### src/rtl/bnn_layer_scheduler.sv
// Sequencer that time-multiplexes one binary neuron unit across the M neurons of a BNN layer.
// Optional argmax tracking of the neuron popcounts is enabled with `define BNN_SCHED_ARGMAX_EN.
module bnn_layer_scheduler #(
  parameter int N  = 16,
  parameter int M  = 8,
  parameter int AW = $clog2(M)
) (
  input  logic          clk,
  input  logic          rst,
  input  logic          in_valid,
  output logic          in_ready,
  input  logic [N-1:0]  in_act,
  output logic          out_valid,
  input  logic          out_ready,
  output logic [M-1:0]  out_result,
  output logic          busy,
  output logic          mem_rd_en,
  output logic [AW-1:0] mem_addr,
  input  logic [N-1:0]  mem_wt_data,
  input  logic [7:0]    mem_thr_data,
  output logic [N-1:0]  nu_inputs,
  output logic [N-1:0]  nu_weights,
  output logic [7:0]    nu_threshold,
  output logic          nu_valid_in,
  input  logic          nu_out,
  input  logic          nu_valid_out,
  input  logic [7:0]    nu_popcount,
  output logic          protocol_err,
  output logic [AW-1:0] out_argmax
);

  typedef enum logic [1:0] {IDLE, ISSUE, DRAIN, DONE} state_t;

  localparam logic [AW:0] M_CNT = (AW+1)'(M);

  state_t        state_q, state_d;
  logic [N-1:0]  act_q;
  logic [AW:0]   issue_cnt_q, issue_cnt_d;
  logic [AW:0]   cap_cnt_q, cap_cnt_d;
  logic [M-1:0]  result_q, result_d;
  logic          nu_valid_q;
  logic          err_q, err_d;
  logic          flush_q;
  logic          act_load;
  logic          capture;
  logic          unexpected;

  // NOTE: every variable gets a default before the case so no path leaves one unassigned (no latches).
  always_comb begin
    state_d     = state_q;
    issue_cnt_d = issue_cnt_q;
    cap_cnt_d   = cap_cnt_q;
    result_d    = result_q;
    err_d       = err_q;
    act_load    = 1'b0;

    capture    = nu_valid_out && (state_q == ISSUE || state_q == DRAIN) && (cap_cnt_q < M_CNT);
    // flush_q masks a neuron result still in flight from before the last reset.
    unexpected = nu_valid_out && !flush_q &&
                 (state_q == IDLE || state_q == DONE || (state_q == DRAIN && cap_cnt_q >= M_CNT));

    if (unexpected) err_d = 1'b1;

    if (capture) begin
      result_d[cap_cnt_q[AW-1:0]] = nu_out;
      cap_cnt_d                   = cap_cnt_q + 1'b1;
    end

    case (state_q)
      IDLE: begin
        if (in_valid) begin
          act_load    = 1'b1;
          result_d    = '0;
          issue_cnt_d = '0;
          cap_cnt_d   = '0;
          state_d     = ISSUE;
        end
      end
      ISSUE: begin
        issue_cnt_d = issue_cnt_q + 1'b1;
        if (issue_cnt_q == M_CNT - 1'b1) state_d = DRAIN;
      end
      DRAIN: begin
        if (cap_cnt_d == M_CNT) state_d = DONE;
      end
      DONE: begin
        if (out_ready) state_d = IDLE;
      end
      default: state_d = IDLE;
    endcase
  end

  // NOTE: sequential state uses non-blocking assignments only, so every register samples pre-edge values.
  always_ff @(posedge clk) begin
    if (rst) begin
      state_q     <= IDLE;
      act_q       <= '0;
      issue_cnt_q <= '0;
      cap_cnt_q   <= '0;
      result_q    <= '0;
      nu_valid_q  <= 1'b0;
      err_q       <= 1'b0;
      flush_q     <= 1'b1;
    end else begin
      state_q     <= state_d;
      issue_cnt_q <= issue_cnt_d;
      cap_cnt_q   <= cap_cnt_d;
      result_q    <= result_d;
      nu_valid_q  <= mem_rd_en;
      err_q       <= err_d;
      flush_q     <= 1'b0;
      if (act_load) act_q <= in_act;
    end
  end

  assign in_ready     = (state_q == IDLE);
  assign out_valid    = (state_q == DONE);
  assign busy         = (state_q != IDLE);
  assign mem_rd_en    = (state_q == ISSUE);
  assign mem_addr     = (state_q == ISSUE) ? issue_cnt_q[AW-1:0] : '0;
  assign out_result   = result_q;
  assign protocol_err = err_q;

  // Weight and threshold rows arrive straight from memory; the activation is held for the layer.
  assign nu_inputs    = act_q;
  assign nu_weights   = mem_wt_data;
  assign nu_threshold = mem_thr_data;
  assign nu_valid_in  = nu_valid_q;

`ifdef BNN_SCHED_ARGMAX_EN
  logic [7:0]    max_pop_q;
  logic [AW-1:0] argmax_q;

  // Strictly-greater update keeps the lowest index on ties.
  always_ff @(posedge clk) begin
    if (rst) begin
      max_pop_q <= '0;
      argmax_q  <= '0;
    end else if (act_load) begin
      max_pop_q <= '0;
      argmax_q  <= '0;
    end else if (capture && (nu_popcount > max_pop_q)) begin
      max_pop_q <= nu_popcount;
      argmax_q  <= cap_cnt_q[AW-1:0];
    end
  end

  assign out_argmax = argmax_q;
`else
  logic unused_popcount;
  assign unused_popcount = ^nu_popcount;
  assign out_argmax      = '0;
`endif

endmodule

### config.mk
export PLATFORM = sky130hd
export DESIGN_NAME = bnn_layer_scheduler
export DESIGN_NICKNAME = d
export VERILOG_FILES = /design/src/rtl/bnn_layer_scheduler.sv
export SDC_FILE = /design/constraint.sdc
export NUM_CORES = 1
export LEC_CHECK = 0
export CAP_MARGIN = 10
export CORE_UTILIZATION = 37
export CTS_CLUSTER_DIAMETER = 50
export DETAILED_ROUTE_END_ITERATION = 8
export PLACE_DENSITY = 0.8
export SLEW_MARGIN = 15
export SYNTH_ARGS = -nofsm -noshare
export SYNTH_HDL_FRONTEND = slang
export SYNTH_SLANG_ARGS = --single-unit
### constraint.sdc
create_clock -name clk -period 1.9 [get_ports clk]
set_input_delay 0.38 -clock clk [delete_from_list [all_inputs] [get_ports clk]]
set_output_delay 0.38 -clock clk [all_outputs]
set_load 0.01 [all_outputs]
Word-level counts from Yosys, hierarchy flattened
Cells that the tools add are included.
{"block": "totals", "ff_bits": 37, "input_bits": 54, "output_inout_bits": 60, "elab_cells": 58}
{"block": "op_classes", "addsub": 2, "n_lt_le_gt_ge": 4, "n_eq_ne": 9, "n_mux": 20, "reduce_logical": 15}
{"op": "two-way mux 8 bit", "n": 3}
{"op": "two-way mux 4 bit", "n": 4}
{"op": "adder 4 x 1 -> 4 bit (second input constant)", "n": 2}
{"op": "bitwise mux 8 bit", "n": 1}
{"op": "two-way mux 2 bit", "n": 4}
{"op": "one-hot mux 2 bit (4 select lines)", "n": 1}
{"op": "one-hot mux 4 bit (2 select lines)", "n": 1}
{"op": "logical AND 1 bit", "n": 6}
{"op": "!= test 2 x 1 -> 1 bit (second input constant)", "n": 3}
{"op": "== test 2 bit (second input constant)", "n": 2}
{"op": "== test 4 x 3 -> 1 bit (second input constant)", "n": 1}
{"op": "== test 4 bit (second input constant)", "n": 1}
{"op": ">= comparator 4 bit (second input constant)", "n": 1}
{"op": "less-than comparator 3 x 4 -> 1 bit (second input constant)", "n": 1}
{"op": "less-than comparator 4 bit (second input constant)", "n": 1}
{"op": "two-way mux 1 bit", "n": 4}
{"op": "AND reduction 4 bit", "n": 1}
{"op": "nonzero test 2 bit", "n": 2}
{"op": "demux 1 bit (select 3 bit)", "n": 1}
{"op": ">= comparator 3 x 1 -> 1 bit (second input constant)", "n": 1}
{"op": "logical OR 1 bit", "n": 3}
{"op": "two-way mux 3 bit", "n": 1}
{"op": "== test 2 x 1 -> 1 bit (second input constant)", "n": 1}
{"op": "zero test 2 bit", "n": 1}
{"op": "other kinds (3)", "n": 3}

Logic depth before layout (Yosys ltp)
Gate-level depths: netlist of the first run.
{"block": "depth", "depth_word": 8, "mapped_depth": 7, "ltp_nobuf": 6}

Least setup slack after synthesis of the first run
Ideal clock, no wire load.
{"block": "synth_timing", "path_kind": "reg-to-reg", "from": "register state_q[0]", "to": "register state_q[0]", "setup_time_ns": 0.086, "arrival_time_ns": 1.626, "required_time_ns": 1.814, "slack_ns": 0.187, "path_stages_with_launch": 7, "n_path_buf": 0, "period_less_slack_ns": 1.713, "path_cell_list": "dfxtp_1 > inv_1 > ha_1 > nand3b_4 > o311ai_2 > o2111ai_2 > a221oi_2"}
{"block": "synth_between", "elab_chain_len": 8, "word_cells_on_any_way": 15, "cone_classes": "8 x eq/ne; 2 x mux; 5 x reduce/logical"}
{"item": "from (decl)", "line_no": "36", "text": "state_t state_q, state_d;"}
{"item": "from (signal assigned)", "line_no": "105", "text": "state_q <= state_d;"}
{"item": "== test 2 x 1 -> 1 bit or == test 2 bit (tied branches)", "line_no": "57, 69"}
{"item": "logical OR 1 bit", "line_no": "57", "text": "capture = nu_valid_out && (state_q == ISSUE || state_q == DRAIN) && (cap_cnt_q < M_CNT);"}
{"item": "logical AND 1 bit (2 in series)", "line_no": "57"}
{"item": "two-way mux 4 bit", "line_no": "64", "text": "if (capture) begin"}
{"item": "== test 4 bit", "line_no": "84", "text": "if (cap_cnt_d == M_CNT) state_d = DONE;"}
{"item": "!= test 2 x 1 -> 1 bit (no line)"}
{"item": "AND reduction 4 bit (no line)"}
Parallel ways exist; a longest one is shown, timed or not.
A chain may end at the register's enable or synchronous reset.

Final worst setup path of the first run
{"block": "layout_timing", "from": "register state_q[1]", "to": "output mem_rd_en"}
{"block": "layout_between", "elab_chain_len": 1}
{"item": "== test 2 x 1 -> 1 bit", "line_no": "119", "text": "assign mem_rd_en = (state_q == ISSUE);"}
{"item": "to (decl)", "line_no": "17", "text": "output logic mem_rd_en,"}
Every way passes these cells.

==> results of run 1 <==
[repair_timing]
action	4_1_cts	5_1_grt
pin swaps	1	1
hold buffers	0	0
endpoints found under the setup margin	5	5
resized for setup	9	5
[worst reg2reg max path, stage by stage (launching register included)]
cell and delay (ps):
dfxtp_2 370, inv_2 70, ha_4 300, nand3b_4 110, o311ai_2 290, o2111ai_2 200
a221oi_2 300
[routing by layer]
| metal | GRT usage, % | share of wire [%] | vias to the layer above |
|---|---|---|---|
| li1 | - | - | 766 |
| met4 | 8.06 | 0.95 | 0 |
| met3 | 4.01 | 7.5 | 4 |
| met5 | 0 | 0 | - |
| met2 | 24.5 | 47 | 38 |
| met1 | 18.3 | 44 | 673 |
[power by group]
group	internal [mW]	total (mW)	switching, mW	leakage, nW
logic	0.579	1.15	0.568	0.587
registers	0.886	0.952	0.0661	0.302
clock network	0.261	0.515	0.255	0.0395
total	1.73	2.61	0.889	0.929
[final cells by class]
cell class | count | area (µm²)
timing repair buffer | 67 | 633
inverter | 7 | 26.3
clock buffer | 8 | 80.1
sequential | 37 | 743
multi-input combinational | 141 | 863
fill | 476 | 2320
tap | 67 | 83.8
[sequential cells by signal, indices dropped and copies added, names as in the netlist]
register,count
out_result,8
cap_cnt_q,4
nu_valid_in,1
nu_inputs,16
issue_cnt_q,4
flush_q,1
protocol_err,1
state_q,2
[metrics by stage]
stage / cells / power [mW] / hold WS, ps / setup TNS, ps / worst slack (ps)
6_report: 327 / 2.61 / 453 / 0 / 82.5
5_1_grt: 327 / 2.80 / 473 / 0 / 35.5
4_1_cts: 327 / 2.61 / 456 / 0 / 1.98
3_5_place_dp: 319 / 2.07 / 447 / -211 / -74.0
3_3_place_gp: 319 / 2.04 / 440 / -74.0 / -39.7
2_1_floorplan: 223 / 1.64 / 408 / 0 / 187
[worst max path at each step]
stage	cells past startpoint	from	endpoint	slack (ps)
floorplan	6	state_q[0]$_SDFFE_PP0P_	state_q[0]$_SDFFE_PP0P_	190
global placement	5	nu_valid_out	state_q[0]$_SDFFE_PP0P_	-40
detailed placement	5	nu_valid_out	state_q[0]$_SDFFE_PP0P_	-70
CTS	3	state_q[0]$_SDFFE_PP0P_	in_ready	2
global route	3	state_q[1]$_SDFFE_PP0P_	mem_rd_en	40
finish	3	state_q[1]$_SDFFE_PP0P_	mem_rd_en	80
[cells by family after synthesis]
logic type,Yosys count,share of synthesized area (%)
simple gates,90,23.5
buf+inv,45,15.7
flops,37,40.1
compound gates,31,10.5
mux,8,4.33
fa+ha+maj,7,4.74
xor+xnor,2,0.948
other cells,1,0.203
[synthesized netlist by cell type, drive strengths merged]
| library cell | count | area, µm² |
|---|---|---|
| dfxtp | 37 | 741 |
| and2 | 5 | 31.3 |
| and4 | 1 | 8.76 |
| nand4 | 1 | 6.26 |
| nor3 | 3 | 15.0 |
| o21ai | 4 | 20.0 |
| buf | 32 | 241 |
| nand3 | 2 | 10.0 |
| inv | 7 | 26.3 |
| or2b | 1 | 7.51 |
| or4 | 1 | 7.51 |
| nand4b | 1 | 8.76 |
| ha | 7 | 87.6 |
| nor4 | 3 | 18.8 |
| nand3b | 2 | 27.5 |
| a32oi | 1 | 8.76 |
| a31oi | 1 | 6.26 |
| clkbuf | 6 | 22.5 |
| and3b | 1 | 8.76 |
| nand2b | 5 | 31.3 |
| nor2 | 17 | 63.8 |
| nor2b | 3 | 18.8 |
| o311ai | 1 | 16.3 |
| a21oi | 21 | 105 |
| nand2 | 43 | 161 |
| o2111ai | 1 | 15.0 |
| a221oi | 1 | 15.0 |
| xor2 | 1 | 8.76 |
| mux2i | 8 | 80.1 |
| or3b | 1 | 8.76 |
| a22oi | 1 | 7.51 |
| xnor2 | 1 | 8.76 |
| conb | 1 | 3.75 |
==> impl_metrics.json, run 1 <==
{
  "grt_pass1_vias": 1374,
  "area_growth_pct": 31.5,
  "vias": 1481,
  "antenna_found_initial": 0,
  "globalplace.congestion": 0.829,
  "drv_slew": 0,
  "drc": 0,
  "std_cell_rows": 25,
  "nNetsFinal": 320,
  "period_share_pct": 95.7,
  "cap_viol_max_count": 0,
  "final_cell_mix": "clkdlybuf4s50_1 (50), nand2_1 (43), dfxtp_1 (35)",
  "crit_chain": "inv_2 -> ha_4 -> clkdlybuf4s50_1",
  "required_ps": 1520,
  "post_cts_buffers": 0,
  "cts-buffers-inserted": 5,
  "insertion_delay_ps": 280,
  "peakVddDrop_uv": 597,
  "portBuffers": 54,
  "n_antenna_cell": 0,
  "rsz0062_at_grt": "no",
  "r2r-start": "state_q[0]$_SDFFE_PP0P_",
  "setup_viol": 0,
  "avgSynthCellArea_um2": 8.36,
  "hpwl_um": 2780,
  "clk_pin_slew_ps": 70,
  "reg2regPathDepth": 6,
  "track_usage_pct": 15.1,
  "core_um2": 4750,
  "dieArea_um2": 5280,
  "holdPathEnd": "nu_inputs[3]$_SDFFE_PP0P_",
  "grt_start_max_net_pins": 21,
  "synth-seq-cells": 37,
  "placed_area_um2": 2310,
  "clock_skew_ps": 7.54,
  "grt_overflow_total": 0,
  "die_y_um": 72.7,
  "fmax_ghz": 0.550,
  "critical_path.startpoint_type": "flop",
  "via_per_inst": 4.53,
  "power.leakage_nw": 0.929,
  "timing.rr.end": "state_q[0]$_SDFFE_PP0P_",
  "drtIter0Drc": 71,
  "hold_viol_final": 0,
  "slowest_delay_ps": 540,
  "fin_area_um2": 2430,
  "cp.arrival_ps": 1440,
  "fin_crit_ps": 1820,
  "critPathKind": "reg -> out",
  "status": "finished clean",
  "layout_commonest_cell": "clkdlybuf4s50_1",
  "ant_nets": 0,
  "crit_path_top_delay_cell": "clkdlybuf4s50_1",
  "hp-start": "nu_inputs[3]$_SDFFE_PP0P_",
  "yosys.cell_types.count": 36,
  "first_pass_iters": 4,
  "synthCells": 221,
  "die_w_um": 72.7,
  "synth_area_um2": 1850,
  "wl_um": 3770,
  "cts_tree": "built",
  "endpoint_kind": "output port",
  "ys_seq_area_share_pct": 40.1,
  "wl_per_cell_um": 11.5,
  "yosys_warnings": 0,
  "cts.sinks": 37,
  "crit_fanout": 8,
  "min_path_type": "reg -> reg",
  "whs_path_depth": 2,
  "root_buffer": "clkbuf_8",
  "cp_top_family": "buffers and inverters",
  "path_buf_inv": 2,
  "r2r_slack_ps": 170,
  "p_per_area_nw_per_um2": 1080,
  "grt_first_pass_wirelength_um": 6240,
  "clock_path_buffers": 2,
  "io_pins": 114,
  "start_util_pct": 38.9,
  "htree_levels": 2,
  "drive_above_1_share_pct": 11.5,
  "utilization_pct": 51.1
}
No activity file was read; power rests on OpenSTA's default activity.
==> inputs of run 2 (changes only) <==
CTS_CLUSTER_DIAMETER = 30   (was 50)
==> results of run 2 <==
Same layout as run 1: the final DEF is identical, and so are final timing and power.
==> inputs of run 3 (changes only) <==
REMOVE_ABC_BUFFERS = 1   (was unset)
==> run 3 against run 2 <==
Via count grew 4.1%. Clock-buffer cell count decreased by 1. Critical path type unchanged. Wire length rose by 20%. Largest cell class unchanged.
==> impl_metrics.json, run 3 (same netlist as run 1, synthesis figures left out) <==
{
  "status": "finished clean",
  "required_ps": 1520,
  "io_pins": 114,
  "fin_cells": 325,
  "period_share_pct": 95.8,
  "ant_nets": 0,
  "post-place-cells": 317,
  "crit_fanout": 7,
  "cap_viol_max_count": 0,
  "cp.arrival_ps": 1440,
  "hold_viol_final": 0,
  "clock_path_buffers": 2,
  "wl_um": 4520,
  "largest_register_ffs": 16,
  "wl_per_cell_um": 13.9,
  "multi_input_area_um2": 850,
  "grt_pass1_vias": 1435,
  "drive_above_1_share_pct": 10.9,
  "drc": 0,
  "die_w_um": 72.7,
  "cts-buffers-inserted": 5,
  "final_cell_mix": "clkdlybuf4s50_1 (50), nand2_1 (43), dfxtp_1 (35)",
  "hpwl_um": 3430,
  "vias": 1541,
  "die_y_um": 72.7,
  "insertion_delay_ps": 280,
  "track_usage_pct": 17.8,
  "endpoint_kind": "output port",
  "fin_crit_ps": 1820,
  "cts.sinks": 37,
  "cts_tree": "built",
  "use_met2_pct": 24.2,
  "min_path_type": "reg -> reg",
  "top_usage_layer": "met2",
  "fmax_ghz": 0.550,
  "antenna_found_initial": 0,
  "core_um2": 4750,
  "crit_path_top_delay_cell": "clkdlybuf4s50_1",
  "ff_latch_area_um2": 743,
  "area_growth_pct": 30.7,
  "grt_overflow_total": 0,
  "critPathKind": "reg -> out",
  "p_per_area_nw_per_um2": 1090,
  "p_total_mw": 2.64,
  "drv_slew": 0,
  "root_buffer": "clkbuf_8",
  "std_cell_rows": 25,
  "utilization_pct": 50.8,
  "portBuffers": 54,
  "clock_skew_ps": 3.43,
  "grt_first_pass_wirelength_um": 6960,
  "layout_commonest_cell": "clkdlybuf4s50_1",
  "path_buf_inv": 2,
  "worst_pin_slew_ps": 510,
  "clk_pin_slew_ps": 70,
  "grt_start_max_net_pins": 20,
  "gr-usage-met1_pct": 23.0,
  "setup_viol": 0,
  "grt_use_met3_pct": 10.1,
  "drtIter0Drc": 36,
  "globalplace.congestion": 0.754,
  "htree_levels": 2,
  "slew_headroom_pct": 66.0,
  "first_pass_iters": 4,
  "crit_chain": "inv_2 -> ha_4 -> clkdlybuf4s50_1",
  "nFillCells": 476,
  "cp_top_family": "buffers and inverters",
  "dieArea_um2": 5280,
  "peakVddDrop_uv": 475,
  "n_antenna_cell": 0,
  "critical_path.startpoint_type": "flop",
  "rsz0062_at_grt": "no",
  "start_util_pct": 38.9,
  "slowest_delay_ps": 540,
  "power.leakage_nw": 0.928,
  "nNetsFinal": 319,
  "via_per_inst": 4.74
}
## run 3: changes by cell type in the layout (fill, tap and decap cells not counted), sizes merged
cell,previous run,this run
clkbuf,8,7
buf,13,12
## run 3: where the power goes
group / total, mW / leakage (nW) / internal [mW] / switching [mW]
registers: 0.952 / 0.302 / 0.886 / 0.0655
logic: 1.15 / 0.581 / 0.576 / 0.572
clock network: 0.543 / 0.0443 / 0.288 / 0.255
## run 3: worst paths after layout
path | from | to | slack, ps | cells past startpoint
max | state_q[0]$_SDFFE_PP0P_ | in_ready | 80 | 3
min | nu_inputs[14]$_SDFFE_PP0P_ | nu_inputs[14]$_SDFFE_PP0P_ | 450 | 2
max reg2reg | state_q[0]$_SDFFE_PP0P_ | state_q[1]$_SDFFE_PP0P_ | 150 | 7
min reg2reg | nu_inputs[14]$_SDFFE_PP0P_ | nu_inputs[14]$_SDFFE_PP0P_ | 450 | 2
## run 3: cell type report
class	count	area share, %
clock buffer	7	3.58
timing repair buffer	66	25.9
tap	67	3.47
inverter	7	1.09
sequential	37	30.8
multi-input combinational	141	35.2
## run 3: metal layers
layer	vias to the layer above	share of wire [%]
met5	-	0.58
met1	703	49
met4	2	1.5
li1	768	-
met2	60	41
met3	8	8.7
## run 3: repair_timing
item,4_1_cts,5_1_grt
setup endpoints to repair,7,2
setup buffers,0,1
hold buffers,0,0
resized for setup,10,2
gates cloned,0,0
endpoints found under the hold margin,0,0
pin swaps,1,1
## run 3: metrics by stage
stage | hold slack [ps] | TNS [ps] | instance area [µm²] | setup slack (ps)
6_report | 452 | 0 | 2410 | 80.6
5_1_grt | 471 | 0 | 2410 | 16.9
4_1_cts | 455 | -45.6 | 2400 | -45.6
3_5_place_dp | 446 | -83.5 | 2300 | -83.5
3_3_place_gp | 441 | 0 | 2300 | 2.65
2_1_floorplan | 408 | 0 | 1590 | 187
## run 3: tightest hold or removal path: stages, from the launching register on
cell     delay, ps
dfxtp_1        310
nand2_1         50
a21oi_1         50
